--- src/rtl/piso_tx.sv ---
// Parallel-in serial-out transmitter with a load handshake and a shift_en bit-rate strobe.
// A new word can be loaded on the cycle that consumes the previous word's last bit, so there is no gap.
//
// state    | meaning
// ---------+-------------------------------------------------------------
// ST_IDLE  | no word in flight; sout_valid=0, load_ready=1
// ST_SHIFT | word bit r_cnt is on sout; it advances when shift_en=1
module piso_tx #(
    parameter int WIDTH     = 8,
    parameter bit MSB_FIRST = 1'b1
) (
    input  logic             clk,
    input  logic             res,
    input  logic             load_valid,
    output logic             load_ready,
    input  logic [WIDTH-1:0] din,
    input  logic             shift_en,
    output logic             sout,
    output logic             sout_valid,
    output logic             done
);

    localparam logic [0:0] ST_IDLE  = 1'b0;
    localparam logic [0:0] ST_SHIFT = 1'b1;

    localparam int CW = $clog2(WIDTH);
    localparam logic [CW-1:0] CNT_LAST = CW'(WIDTH - 1);

    logic [0:0]       r_state;
    logic [CW-1:0]    r_cnt;
    logic [WIDTH-1:0] r_sreg;
    logic             r_sout;
    logic             r_valid;

    logic             w_last;
    logic             w_load;
    logic             w_first_bit;
    logic             w_next_bit;
    logic [WIDTH-1:0] w_din_rest;
    logic [WIDTH-1:0] w_sreg_shifted;

    assign w_last     = (r_state == ST_SHIFT) && (r_cnt == CNT_LAST) && shift_en;
    assign load_ready = !res && ((r_state == ST_IDLE) || w_last);
    assign w_load     = load_valid && load_ready;
    assign done       = !res && w_last;

    // The first bit goes straight to sout on load; r_sreg keeps only the bits still to be sent.
    assign w_first_bit    = MSB_FIRST ? din[WIDTH-1] : din[0];
    assign w_din_rest     = MSB_FIRST ? {din[WIDTH-2:0], 1'b0} : {1'b0, din[WIDTH-1:1]};
    assign w_next_bit     = MSB_FIRST ? r_sreg[WIDTH-1] : r_sreg[0];
    assign w_sreg_shifted = MSB_FIRST ? {r_sreg[WIDTH-2:0], 1'b0} : {1'b0, r_sreg[WIDTH-1:1]};

    always_ff @(posedge clk) begin
        if (res) begin
            r_state <= ST_IDLE;
            r_cnt   <= '0;
            r_sreg  <= '0;
            r_sout  <= 1'b0;
            r_valid <= 1'b0;
        end else if (w_load) begin
            r_state <= ST_SHIFT;
            r_cnt   <= '0;
            r_sreg  <= w_din_rest;
            r_sout  <= w_first_bit;
            r_valid <= 1'b1;
        end else if ((r_state == ST_SHIFT) && shift_en) begin
            if (r_cnt == CNT_LAST) begin
                r_state <= ST_IDLE;
                r_cnt   <= '0;
                r_sreg  <= '0;
                r_sout  <= 1'b0;
                r_valid <= 1'b0;
            end else begin
                r_cnt  <= r_cnt + CW'(1);
                r_sreg <= w_sreg_shifted;
                r_sout <= w_next_bit;
            end
        end
    end

    assign sout       = r_sout;
    assign sout_valid = r_valid;

endmodule
--- config.mk ---
export PLATFORM = sky130hd
export DESIGN_NAME = piso_tx
export DESIGN_NICKNAME = d
export VERILOG_FILES = /design/src/rtl/piso_tx.sv
export SDC_FILE = /design/constraint.sdc
export NUM_CORES = 1
export LEC_CHECK = 0
export CORE_MARGIN = 5
export CORE_UTILIZATION = 50
export DETAILED_ROUTE_END_ITERATION = 12
export PLACE_DENSITY = 0.81
export REMOVE_ABC_BUFFERS = 1
export SKIP_CTS_REPAIR_TIMING = 1
export SYNTH_ARGS = -nofsm -noshare
export SYNTH_HDL_FRONTEND = slang
export SYNTH_SLANG_ARGS = --single-unit
--- constraint.sdc ---
create_clock -name clk -period 4 [get_ports clk]
set_input_delay 0.4 -clock clk [delete_from_list [all_inputs] [get_ports clk]]
set_output_delay 0.4 -clock clk [all_outputs]
set_load 0.01 [all_outputs]
==> impl_results.html <==
<table>
<tr><th>Metric</th><th>Value</th></tr>
<tr><th colspan="2">Yosys</th></tr>
<tr><td>Count of mapped cells out of synthesis</td><td>73</td></tr>
<tr><td>Yosys cell types</td><td>26</td></tr>
<tr><td>Portion of the post-synthesis area used by sequential elements</td><td>36.4%</td></tr>
<tr><td>Count of warnings emitted by yosys</td><td>0</td></tr>
<tr><td>EDFF count, synth</td><td>0</td></tr>
<tr><td>Per-instance average area after synthesis</td><td>9.05 µm²</td></tr>
<tr><td>Async set-reset flop share out of synthesis</td><td>0%</td></tr>
<tr><td>Post-synthesis sequential element count</td><td>12</td></tr>
<tr><td>Area of the mapped netlist</td><td>661 µm²</td></tr>
<tr><td>Ys flop type</td><td>dfxtp_1</td></tr>
<tr><th colspan="2">STA</th></tr>
<tr><td>Fin. Hold Viols</td><td>0</td></tr>
<tr><td>TNS Setup</td><td>0 ns</td></tr>
<tr><td>Layout Skew</td><td>0.00208 ns</td></tr>
<tr><td>Fmax</td><td>0.407 GHz</td></tr>
<tr><td>Final count of negative-setup-slack endpoints</td><td>0</td></tr>
<tr><td>Final worst path period need</td><td>2.46 ns</td></tr>
<tr><td>Number of slew-limit violations in the final report</td><td>0</td></tr>
<tr><td>Ratio of final minimum period to clock period</td><td>61.4%</td></tr>
<tr><td>Unrepaired setup endpoints after global routing</td><td>false</td></tr>
<tr><td>Slew @ Worst Pin</td><td>0.472 ns</td></tr>
<tr><td>Remaining max-slew budget at the tightest pin</td><td>68.4%</td></tr>
<tr><th colspan="2">Worst setup path</th></tr>
<tr><td>Data arrival time of the worst path</td><td>2.06 ns</td></tr>
<tr><td>Worst r2r src</td><td>r_cnt[0]$_SDFFE_PP0P_</td></tr>
<tr><td>Cell mode on critical path</td><td>ha_1</td></tr>
<tr><td>End of the critical path</td><td>done</td></tr>
<tr><td>Count of buffering cells on the critical path with inverters included</td><td>1</td></tr>
<tr><td>Startpoint kind of the worst setup timing path</td><td>flop</td></tr>
<tr><td>Reg2Reg Setup Slack</td><td>2.30 ns</td></tr>
<tr><td>Levels on crit path</td><td>4</td></tr>
<tr><td>Setup crit start</td><td>r_cnt[0]$_SDFFE_PP0P_</td></tr>
<tr><td>Worst path cell trace</td><td>ha_1 -&gt; ha_1 -&gt; and4b_2 -&gt; clkdlybuf4s50_1</td></tr>
<tr><td>Worst Reg-to-Reg Cells</td><td>5</td></tr>
<tr><td>Stage delay of the slowest cell on the critical path</td><td>0.53 ns</td></tr>
<tr><td>Cell family contributing the most delay on the critical path</td><td>adder cells</td></tr>
<tr><td>Reg-to-Reg End</td><td>r_sreg[3]$_SDFFE_PP0P_</td></tr>
<tr><td>Cell with the largest stage delay on the worst path</td><td>clkdlybuf4s50_1</td></tr>
<tr><td>Required time at the endpoint of the critical path</td><td>3.60 ns</td></tr>
<tr><td>Critical path start-end classification</td><td>reg2out</td></tr>
<tr><td>Crit path max fanout</td><td>12</td></tr>
<tr><td>Kind of capture point of the worst setup path</td><td>output pin</td></tr>
<tr><th colspan="2">Floorplan</th></tr>
<tr><td>Core Region</td><td>1270 µm²</td></tr>
<tr><td>Initial Util</td><td>52.1%</td></tr>
<tr><td>Vertical die dimension</td><td>46.4 µm</td></tr>
<tr><td>Number of rows in the core area</td><td>13</td></tr>
<tr><td>Die boundary width</td><td>46.4 µm</td></tr>
<tr><td># IOs</td><td>16</td></tr>
<tr><td>Die Outline Area</td><td>2150 µm²</td></tr>
<tr><th colspan="2">Global routing</th></tr>
<tr><td>Via count of the first global-routing pass</td><td>551</td></tr>
<tr><td>Initial antenna violation count</td><td>0</td></tr>
<tr><td>Largest net degree at the start of global routing</td><td>15</td></tr>
<tr><td>Global-route wire length before repair</td><td>2350 µm</td></tr>
<tr><td>Gr usage total</td><td>15.6%</td></tr>
<tr><td>Congestion Overflow GR</td><td>0</td></tr>
<tr><th colspan="2">Clock network</th></tr>
<tr><td>CTS tree</td><td>done</td></tr>
<tr><td>Max clock buf depth</td><td>2</td></tr>
<tr><td>Clock-pin slew on the worst setup and hold paths</td><td>0.08 ns</td></tr>
<tr><td>Clock sink count</td><td>12</td></tr>
<tr><td>CTS buffer count</td><td>3</td></tr>
<tr><td>Clock insertion delay at the later pin of the skew report</td><td>0.28 ns</td></tr>
<tr><td>Buffer cell driving the clock tree root</td><td>clkbuf_4</td></tr>
<tr><td>Maximum level of the CTS H-tree</td><td>1</td></tr>
<tr><th colspan="2">Placed design</th></tr>
<tr><td>HPWL after DPL</td><td>944 µm</td></tr>
<tr><td>PortBufs</td><td>15</td></tr>
<tr><td>Weighted congestion reported at the end of routability-driven placement</td><td>0.710</td></tr>
<tr><td>Number of placed instances with taps included</td><td>98</td></tr>
<tr><th colspan="2">Layout</th></tr>
<tr><td>Fraction of final layout cells sized beyond drive strength 1</td><td>11.5%</td></tr>
<tr><td>Utilization after layout</td><td>65.4%</td></tr>
<tr><td>Area overhead of the layout relative to synthesis</td><td>25.6%</td></tr>
<tr><td>Final nets</td><td>102</td></tr>
<tr><td>Diode count</td><td>0</td></tr>
<tr><td>Cell Count, Final, Fillers Out</td><td>102</td></tr>
<tr><td>Most frequent standard cell in the layout excluding fill and tap cells</td><td>clkdlybuf4s50_1</td></tr>
<tr><td>Highest-count cells in the layout ignoring fill and taps</td><td>clkdlybuf4s50_1 (15), dfxtp_1 (12), a21oi_1 (8)</td></tr>
<tr><th colspan="2">Power</th></tr>
<tr><td>Static power due to leakage</td><td>0.360 nW</td></tr>
<tr><td>Power density cells</td><td>341 nW/µm²</td></tr>
<tr><td>Peak supply drop</td><td>0.220 mV</td></tr>
<tr><th colspan="2">Hold path</th></tr>
<tr><td>Type of the worst min-delay path</td><td>reg2reg</td></tr>
<tr><td>Worst hold stages</td><td>2</td></tr>
<tr><th colspan="2">Route</th></tr>
<tr><td>First-pass detailed-route iteration total</td><td>4</td></tr>
<tr><td>Via Count</td><td>577</td></tr>
<tr><td>Post-detailed-route DRC marker count</td><td>0</td></tr>
<tr><td>Vias per cell</td><td>5.66</td></tr>
<tr><td>Detailed Route Iter0 Violations</td><td>8</td></tr>
<tr><td>Mean routed wirelength per cell</td><td>13.1 µm</td></tr>
<tr><td>Sum of routed wire length over all layers</td><td>1340 µm</td></tr>
<tr><td>DRT antenna net count</td><td>0</td></tr>
<tr><th colspan="2">Status</th></tr>
<tr><td>Run status</td><td>complete, no violations</td></tr>
<tr><th colspan="2">Flow run</th></tr>
<tr><td>Maximum Capacitance Violations</td><td>0</td></tr>
</table>
[cell families after synthesis]
kind of cell | Yosys count | synth area share (%)
AOI/OAI and AO/OA | 24 | 27.7
and+or+nand+nor | 19 | 16.1
buffers and inverters | 12 | 9.47
DFF | 12 | 36.4
muxes | 4 | 6.63
adders and majority gates | 2 | 3.79
[layout make-up]
cell class	instances	area (µm²)
Fill cell	119	439
Timing Repair Buffer	15	150
Clock buffer	4	36.3
Inverter	7	26.3
Multi-Input combinational cell	49	358
Tap cell	15	18.8
Sequential cell	12	240
[worst min path at each step]
stage,endpoint,startpoint,slack [ns]
floorplan,r_cnt[0]$_SDFFE_PP0P_,r_cnt[0]$_SDFFE_PP0P_,0.45
global placement,r_cnt[0]$_SDFFE_PP0P_,r_cnt[0]$_SDFFE_PP0P_,0.48
detailed placement,r_cnt[0]$_SDFFE_PP0P_,r_cnt[0]$_SDFFE_PP0P_,0.48
CTS,r_cnt[0]$_SDFFE_PP0P_,r_cnt[0]$_SDFFE_PP0P_,0.49
global route,r_cnt[0]$_SDFFE_PP0P_,r_cnt[0]$_SDFFE_PP0P_,0.53
finish,r_cnt[0]$_SDFFE_PP0P_,r_cnt[0]$_SDFFE_PP0P_,0.49
[synthesized netlist by cell type, drive strengths merged (2+ instances only)]
master	number	area, µm²
dfxtp	12	240
a21oi	8	40.0
inv	7	26.3
o211a	7	70.1
o211ai	6	45.0
nor2	5	18.8
buf	4	32.5
mux2i	4	43.8
nand2	3	11.3
ha	2	25.0
nand2b	2	15.0
nor3	2	10.0
[sequential cells by signal, summed over array words and instances, names as in the netlist]
register	cells
r_cnt	3
sout_valid	1
r_sreg	7
sout	1
[worst reg2reg max path, cell delays in order, from the launching register on]
cell and delay [ns]:
dfxtp_1 0.38, ha_1 0.17, ha_1 0.41, a21boi_2 0.13, nand2b_2 0.27, o211a_1 0.24
[stage by stage]
stage / power [mW] / hold slack (ns) / instance area, µm² / setup slack, ns
after CTS: 0.284 / 0.494 / 830 / 1.55
after global placement: 0.185 / 0.482 / 793 / 1.65
final: 0.283 / 0.493 / 830 / 1.54
after detailed placement: 0.185 / 0.481 / 793 / 1.66
after floorplan: 0.161 / 0.453 / 624 / 2.50
after global routing: 0.299 / 0.527 / 830 / 1.40
[power by group]
| group | internal, mW | switching (mW) |
|---|---|---|
| Combinational | 0.0285 | 0.0226 |
| Clock | 0.0554 | 0.0446 |
| Sequential | 0.128 | 0.00424 |
[per-layer routing]
layer / share of wire (%) / global-route usage [%]
met1: 47 / 18.1
met2: 43 / 23.1
met3: 8.9 / 8.20
met4: 1.6 / 7.95
met5: 0 / 0
Power figures use the tool's default switching activity.
